### src/rtl/custom_cnt_seq.sv
// ---------------------------------------------------------------------------
// custom_cnt_seq
//   Upstream step sequencer for the custom buffer-use decode path. On a start
//   request it walks cnt through 0..LAST once per pass, for NUM_PASS passes.
//   Downstream stall holds the count. Abort returns the block to idle without
//   a done pulse. A normal finish emits a one-cycle done pulse.
//
// Ports
//   clk        system clock, rising edge
//   rst        asynchronous active-high reset
//   start      sequence request; sampled only in IDLE
//   abort      terminate sequence; only acts in RUN and has priority over stall
//   stall      downstream backpressure; holds cnt/pass_idx in RUN
//   cnt        registered step count, 0..LAST
//   cnt_valid  registered; high while the sequencer is in RUN
//   pass_idx   registered pass number, 0..NUM_PASS-1
//   last_step  combinational; final step of the final pass is on cnt
//   busy       registered; state is not IDLE
//   done       registered one-cycle pulse at normal completion
//
// States
//   S_IDLE | waiting for start; cnt/pass_idx parked at 0
//   S_RUN  | stepping cnt, one step per unstalled cycle
//   S_DONE | single-cycle completion state driving the done pulse
// ---------------------------------------------------------------------------
module custom_cnt_seq #(
    parameter int CNT_W    = 5,
    parameter int LAST     = 25,
    parameter int NUM_PASS = 4,
    parameter int PASS_W   = 2
) (
    input  logic              clk,
    input  logic              rst,
    input  logic              start,
    input  logic              abort,
    input  logic              stall,
    output logic [CNT_W-1:0]  cnt,
    output logic              cnt_valid,
    output logic [PASS_W-1:0] pass_idx,
    output logic              last_step,
    output logic              busy,
    output logic              done
);

    typedef enum logic [1:0] {
        S_IDLE = 2'd0,
        S_RUN  = 2'd1,
        S_DONE = 2'd2
    } state_t;

    localparam logic [CNT_W-1:0]  CNT_LAST  = CNT_W'(LAST);
    localparam logic [PASS_W-1:0] PASS_LAST = PASS_W'(NUM_PASS - 1);

    state_t              state;
    state_t              state_nxt;
    logic [CNT_W-1:0]    cnt_nxt;
    logic [PASS_W-1:0]   pass_nxt;
    logic                valid_nxt;
    logic                busy_nxt;
    logic                done_nxt;

    // State register. The registered outputs are loaded from their next-state
    // decodes so that they line up with the state they describe.
    always_ff @(posedge clk or posedge rst) begin
        if (rst) begin
            state     <= S_IDLE;
            cnt       <= '0;
            pass_idx  <= '0;
            cnt_valid <= 1'b0;
            busy      <= 1'b0;
            done      <= 1'b0;
        end else begin
            state     <= state_nxt;
            cnt       <= cnt_nxt;
            pass_idx  <= pass_nxt;
            cnt_valid <= valid_nxt;
            busy      <= busy_nxt;
            done      <= done_nxt;
        end
    end

    // Next-state and counter logic.
    always_comb begin
        state_nxt = state;
        cnt_nxt   = cnt;
        pass_nxt  = pass_idx;
        case (state)
            S_IDLE: begin
                cnt_nxt  = '0;
                pass_nxt = '0;
                if (start && !abort) begin
                    state_nxt = S_RUN;
                end
            end
            S_RUN: begin
                if (abort) begin
                    state_nxt = S_IDLE;
                    cnt_nxt   = '0;
                    pass_nxt  = '0;
                end else if (!stall) begin
                    if (cnt < CNT_LAST) begin
                        cnt_nxt = cnt + CNT_W'(1);
                    end else if (pass_idx < PASS_LAST) begin
                        // Explicit wrap at LAST; no bubble between passes.
                        cnt_nxt  = '0;
                        pass_nxt = pass_idx + PASS_W'(1);
                    end else begin
                        state_nxt = S_DONE;
                        cnt_nxt   = '0;
                        pass_nxt  = '0;
                    end
                end
            end
            S_DONE: begin
                state_nxt = S_IDLE;
                cnt_nxt   = '0;
                pass_nxt  = '0;
            end
            default: begin
                state_nxt = S_IDLE;
                cnt_nxt   = '0;
                pass_nxt  = '0;
            end
        endcase
    end

    // Output decode.
    always_comb begin
        valid_nxt = (state_nxt == S_RUN);
        busy_nxt  = (state_nxt != S_IDLE);
        done_nxt  = (state_nxt == S_DONE);
        last_step = cnt_valid && (cnt == CNT_LAST) && (pass_idx == PASS_LAST);
    end

endmodule

### config.mk
export PLATFORM = sky130hd
export DESIGN_NAME = custom_cnt_seq
export DESIGN_NICKNAME = d
export VERILOG_FILES = /design/src/rtl/custom_cnt_seq.sv
export SDC_FILE = /design/constraint.sdc
export NUM_CORES = 1
export LEC_CHECK = 0
export ABC_AREA = 1
export CAP_MARGIN = 40
export CELL_PAD_IN_SITES_DETAIL_PLACEMENT = 1
export CELL_PAD_IN_SITES_GLOBAL_PLACEMENT = 1
export CORE_MARGIN = 3
export CORE_UTILIZATION = 33
export DETAILED_ROUTE_END_ITERATION = 8
export PLACE_DENSITY_LB_ADDON = 0.1
export SYNTH_ARGS = -nofsm -noshare
export SYNTH_HDL_FRONTEND = slang
export SYNTH_SLANG_ARGS = --single-unit
### constraint.sdc
create_clock -name clk -period 1.55 [get_ports clk]
set_input_delay 0.31 -clock clk [delete_from_list [all_inputs] [get_ports clk]]
set_output_delay 0.31 -clock clk [all_outputs]
set_load 0.05 [all_outputs]
# Word level (Yosys, flattened, before mapping)
# Cells that the tools add are included.
[op_classes]
addsub = 2
n_lt_le_gt_ge = 2
eq_ne = 7
mux = 15
n_reduce_logical = 7
[ops]
columns = ["cell", "count"]
rows = [
  ["two-way mux 2 bit", 10],
  ["two-way mux 5 bit", 4],
  ["inequality test 3 bit (second input constant)", 2],
  ["adder 5 x 1 -> 5 bit (second input constant)", 1],
  ["== test 5 bit (second input constant)", 1],
  ["< comparator 5 bit (second input constant)", 1],
  ["== test 2 x 1 -> 1 bit (second input constant)", 2],
  ["== test 2 bit (second input constant)", 2],
  ["one-hot mux 2 bit (2 select lines)", 1],
  ["logical AND 1 bit", 3],
  ["adder 2 x 1 -> 2 bit (second input constant)", 1],
  ["logical NOT 2 bit", 1],
  ["< comparator 2 bit (second input constant)", 1],
  ["AND reduction 2 bit", 1],
  ["nonzero test 2 bit", 1],
  ["logical NOT 1 bit", 1],
]
[word_totals]
register_bits = 12
inputBits = 5
out_inout_bits = 11
elab_cells = 39

# Longest topological paths before layout
# Gate-level depths: netlist (run 1).
[depth]
ltp_word = 7
ltp_mapped = 7

# Worst setup path after synthesis (run 1)
# OpenSTA, ideal clock, no wires.
[synth_timing]
path_kind = "register to output"
from = "register cnt[0]"
to = "output port last_step"
t_arrival_ns = 1.615
path_slack_ns = -0.375
path_stages_with_launch = 4
path_cell_list = "dfrtp_1 > ha_1 > nand3_1 > nor2_1"
[synth_between]
elab_chain_cells = 3
[synth_lines]
columns = ["element", "line_no", "text"]
rows = [
  ["from (decl)", "37", "output logic [CNT_W-1:0] cnt,"],
  ["from (signal assigned)", "74", "cnt <= cnt_nxt;"],
  ["== test 5 bit", "132", "last_step = cnt_valid && (cnt == CNT_LAST) && (pass_idx == PASS_LAST);"],
  ["logical AND 1 bit (2 in a row)", "132", ""],
  ["to (decl)", "40", "output logic last_step,"],
]
# Every way passes these cells.

# Worst setup path in the final report (run 1)
[layout_timing]
from = "register cnt[1]"
to = "output port last_step"
# Same word-level chain as after synthesis.

==> reports/metrics.cfg, run 1 <==
[floorplan]
rows = 15
io_pins = 16
dieArea_sq_um = 2480
initial_core_util_pct = 35.9
core_sq_um = 1760
die_h_microns = 49.8
chipWidth_microns = 49.8

[cells_and_area]
diodes = 0
fillCellCount = 208
fin_nets = 116
area_growth_pct = 68.0
final_core_utilization_pct = 60.3
layout-drive-gt1-share_pct = 43.9

[critical_path]
crit_required_ns = 1.24
critical_path.endpoint_type = primary output
start_kind = register
worstSetupPathType = reg -> out
crit_fanout = 2
arrival_ns = 1.18

[sta]
setup_viol = 0
finalCriticalPeriod_ns = 1.49
finalSetupTns_ns = 0
skew_ns = 0.0127
fin_hold_ws_ns = 0.343
hold_viol_final = 0
clock.fmax_mhz = 670
final_max_slew_viol_count = 0
min_period_over_period_pct = 96.4
max_slew_margin_pct = 69.0
worst_slew_pin_slew_ns = 0.465

[placed_design]
gp_congestion = 0.793
portBuffers = 15
hpwl_microns = 1240

[grt]
grt-ovfl-total = 0
grt_pass1_vias = 647
grt_usage_pct = 16.2
grt_max_degree = 13
antenna_found_initial = 0
grt_pass1_wl_microns = 3030

[power]
power_density_nw_per_um2 = 617
p_leak_nw = 0.503
ir_worst_vdd_v = 0.000614

[run_status]
outcome = completed

[yosys]
synth_top_area_share_pct = 47.4
yosysTopAreaCell = dfrtp_1
ys_ff_latch = 12
syn_nets = 84
ys_seq_area_share_pct = 47.4
synthesis.area_sq_um = 633
yosysWarnings = 0
avgSynthCellArea_sq_um = 8.33
synth_cells = 76
ys_types = 18
synth.area.top_cells = dfrtp_1 47%, nand2_1 10%, inv_1 7.7%

[cts]
cts_tree = done
cts.root.buffer_cell = clkbuf_4
cts_buffers = 3
postCtsHoldBufs = 0
htreeDepth = 1
cts.sinks = 12
clk_pin_slew_worst_paths_ns = 0.08
clkLatencyLatePin_ns = 0.28
clk_path_buf_depth = 2

[routing]
drc = 0
drt_iter0_markers = 2
ant_nets = 0
wl_per_cell_microns = 13.5
routed_via_density = 4.62
drt-total-wl_microns = 1780
num_vias = 610
drtPass1Iterations = 4

[min_path]
min_path_type = in -> async

[flow_run]
drv_cap = 0

## cells in the final DEF, fill, tap and decap left out, types with 3 or more instances in the layout
cell type	instances
nand2_1	16
buf_4	14
inv_1	12
nor2_1	9
buf_12	9
dfrtp_1	6
dfrtp_2	6
nand2_2	4
nand4_1	4
clkdlybuf4s50_1	4
clkbuf_4	3
## routing by layer
metal / up-vias / global-route usage [%] / wire length, microns
met3: 4 / 2.72 / 77
met5: - / 0 / 0
met1: 287 / 20.6 / 792
li1: 301 / - / -
met4: 0 / 8.29 / 19
met2: 18 / 26.0 / 891
## worst max-delay path: stages (launching register included)
cell,delay [ns]
dfrtp_2,0.41
inv_2,0.08
ha_4,0.12
nand3_2,0.07
nor2_4,0.11
buf_12,0.14
## through the flow
stage / instance area, sq um / instances / total power [W] / setup slack (ns)
final: 1060 / 132 / 0.000656 / 0.0564
after global routing: 1060 / 132 / 0.000696 / -0.00339
after CTS: 1010 / 126 / 0.000660 / 0.00795
after detailed placement: 928 / 118 / 0.000452 / 0.0197
after global placement: 928 / 118 / 0.000449 / 0.0731
after floorplan: 647 / 76 / 0.000398 / 0.0147
## report_power, final
group          internal, W  total (W)  switching (W)  leakage [nW]
Clock            0.0000996   0.000204       0.000104        0.0150
Sequential        0.000322   0.000330     0.00000798         0.153
Combinational    0.0000498   0.000122      0.0000722         0.335
Total             0.000472   0.000656       0.000184         0.503
## registers in the layout, indices dropped and copies added, names as in the netlist
register,cells
done,1
busy,1
cnt_valid,1
pass_idx,2
cnt,5
state,2
## logic make-up (layout without fill, tap and decap cells)
group | after synthesis | count (layout) | synth area share [%]
buf+inv | 13 | 44 | 7.71
flops | 12 | 12 | 47.4
compound gates | 6 | 6 | 6.32
simple gates | 42 | 42 | 32.6
fa+ha+maj | 3 | 3 | 5.93
## synth_stat cells, drive strengths merged
cell type	instances
o21ai	1
dfrtp	12
a21o	1
a21oi	2
ha	3
nor3	1
inv	13
nor2	12
nand4	4
nand3	3
nand2	21
o211ai	1
o22ai	1
or2	1
## worst paths after layout
path / from / endpoint / slack, ns / depth (start not counted)
max: cnt[1] / last_step / 0.06 / 5
min: rst / cnt[4] / 0.34 / 2
max reg2reg: cnt[0] / cnt[2] / 0.23 / 8
min reg2reg: state[0] / busy / 0.53 / 2
max in group asynchronous: rst / cnt[1] / 0.85 / 2
min in group clk: state[0] / busy / 0.53 / 2
## area by class of cell
cell class	instances	area, sq um	share of cell area, %
repair buffers	27	325	30.6
multi-input cells	51	324	30.5
flip-flops and latches	12	308	28.9
inverters	13	48.8	4.59
well taps	25	31.3	2.94
clock buffers	4	26.3	2.47
## what timing repair did
item | in CTS | in global routing
hold endpoints to repair | 0 | 0
gates resized for setup | 7 | 1
pin swaps | 2 | 1
endpoints found under the setup margin | 1 | 1
buffers inserted | 4 | 6
Note: power is estimated with default switching activity, not from simulation.
==> run 2, diff against run 1 <==
--- a/config.mk
+++ b/config.mk
@@ -10,7 +10,8 @@
 export CELL_PAD_IN_SITES_DETAIL_PLACEMENT = 1
 export CELL_PAD_IN_SITES_GLOBAL_PLACEMENT = 1
 export CORE_MARGIN = 3
-export CORE_UTILIZATION = 33
+export CORE_UTILIZATION = 36
+export CTS_BUF_LIST = sky130_fd_sc_hd__clkbuf_8
 export DETAILED_ROUTE_END_ITERATION = 8
 export PLACE_DENSITY_LB_ADDON = 0.1
 export SYNTH_ARGS = -nofsm -noshare
==> run 2 against run 1 <==
Core utilization is 8.1 points higher. Maximum frequency is 3.1% lower. Global-route usage is 2.9 points higher. Flip-flop and latch count stayed put. Clock power is 75% higher. First-iteration DRC count grew to 7.5 times the previous value. Largest cell class is now multi-input combinational cells. Hold slack better by 0.026 ns. Non-clock buffer count is 2 lower. Design area is 1.4% higher. Final cell count is 8.3% lower. Via count is 4.6% higher.
==> reports/metrics.cfg, run 2 (synthesized netlist as in run 1, its figures left out) <==
[sta]
skew_ns = 0.00658
worst_slew_pin_slew_ns = 0.475
finalCriticalPeriod_ns = 1.54
finalSetupTns_ns = 0
setup_viol = 0
final_max_slew_viol_count = 0
worst_slack_ns = 0.00886
min_period_over_period_pct = 99.4
max_slew_margin_pct = 68.3
clock.fmax_mhz = 649
hold_viol_final = 0

[cells_and_area]
fin_nets = 114
final_common_cell = nand2_1
layout_common_cells = 15 x nand2_1, 12 x inv_1, 11 x buf_4
largest_reg_flops = 5
largestRegisters = cnt: 5 flops, pass_idx: 2 flops, state: 2 flops
fillCellCount = 180
diodes = 0
layout-drive-gt1-share_pct = 44.8
regMostFlops = cnt
final_core_utilization_pct = 68.4
area_growth_pct = 70.4

[routing]
drt_iter0_markers = 15
drt-total-wl_microns = 2200
routed_via_density = 5.27
drtPass1Iterations = 4
num_vias = 638
ant_nets = 0
drc = 0
wl_per_cell_microns = 18.2

[cts]
postCtsHoldBufs = 0
clk_pin_slew_worst_paths_ns = 0.06
cts.root.buffer_cell = clkbuf_8
cts_tree = done
htreeDepth = 1
cts.sinks = 12
cts_buffers = 3
clk_path_buf_depth = 2
clkLatencyLatePin_ns = 0.26

[grt]
grt_pass1_vias = 633
grt_pass1_wl_microns = 2830
grt_use_met1_pct = 22.5
grt_usage_pct = 19.1
grt-ovfl-total = 0
grt_max_degree = 13
gr-max-usage-layer = met2
grt_use_met2_pct = 29.0
antenna_found_initial = 0
use_met3_pct = 7.89

[placed_design]
gp_congestion = 0.748
hpwl_microns = 1190
portBuffers = 15
dpl_worst_slack_ns = 0.0634

[floorplan]
core_sq_um = 1580
die_h_microns = 47.9
dieArea_sq_um = 2300
io_pins = 16
initial_core_util_pct = 40.2
chipWidth_microns = 47.9
rows = 14

[critical_path]
path_common_cell = nand2_2
path_buf_inv = 2
critical_path.endpoint_type = primary output
cp_slowest_cell = dfrtp_2
start_kind = register
r2r-end = cnt[4]
arrival_ns = 1.23
crit_required_ns = 1.24
critPathMaxStageDelay_ns = 0.44
worstSetupPathType = reg -> out
crit_chain = nand2_2, inv_1, nand2_2, nor2_4, buf_12
crit_fanout = 4
reg2regPathDepth = 8
r2r-start = cnt[1]
r2r_slack_ns = 0.05
critPathTopFamily = flip-flops

[power]
fin_total_pwr_w = 0.000815
ir_worst_vdd_v = 0.000504
power_density_nw_per_um2 = 755
p_leak_nw = 0.510

[min_path]
min_path_type = in -> async

[flow_run]
drv_cap = 0

[run_status]
outcome = completed

run 2: per-layer routing:
layer	share of wire [%]	vias to the layer above
li1	-	300
met1	37	309
met2	56	23
met3	5.0	6
met4	2.5	0
met5	0	-
run 2: power by group:
group	switching, W	leakage, nW	internal, W
combinational	0.0000737	0.328	0.0000494
sequential	0.0000105	0.153	0.000323
clock	0.000132	0.0288	0.000225
run 2: layout make-up:
cell class,instances,area [sq um],area share (%)
Multi-Input combinational cell,51,324,30.0
Sequential cell,12,308,28.5
Tap cell,16,20.0,1.86
Timing Repair Buffer,25,323,29.9
Inverter,13,48.8,4.52
Clock buffer,4,55.1,5.10
run 2: stage by stage:
stage | hold WS (ns) | instances | cell area, sq um
global route | 0.395 | 121 | 1080
finish | 0.368 | 121 | 1080
global placement | 0.518 | 109 | 930
floorplan | 0.174 | 76 | 647
detailed placement | 0.533 | 109 | 930
CTS | 0.383 | 115 | 1010
run 2: worst max-delay path by stage:
stage          startpoint   endpoint  slack, ns  cells after the start
2_1_floorplan      cnt[4]  last_step       0.01                      4
3_3_place_gp        stall     cnt[4]       0.07                      7
3_5_place_dp        stall     cnt[4]       0.06                      7
4_1_cts            cnt[1]  last_step      0.007                      5
5_1_grt            cnt[3]  last_step      -0.03                      5
6_report           cnt[3]  last_step      0.009                      5
run 2: timing repair:
action / in CTS / in global routing
pin swaps: 1 / 1
buffers inserted: 2 / 6
resized for setup: 4 / 5
setup endpoints to repair: 1 / 1
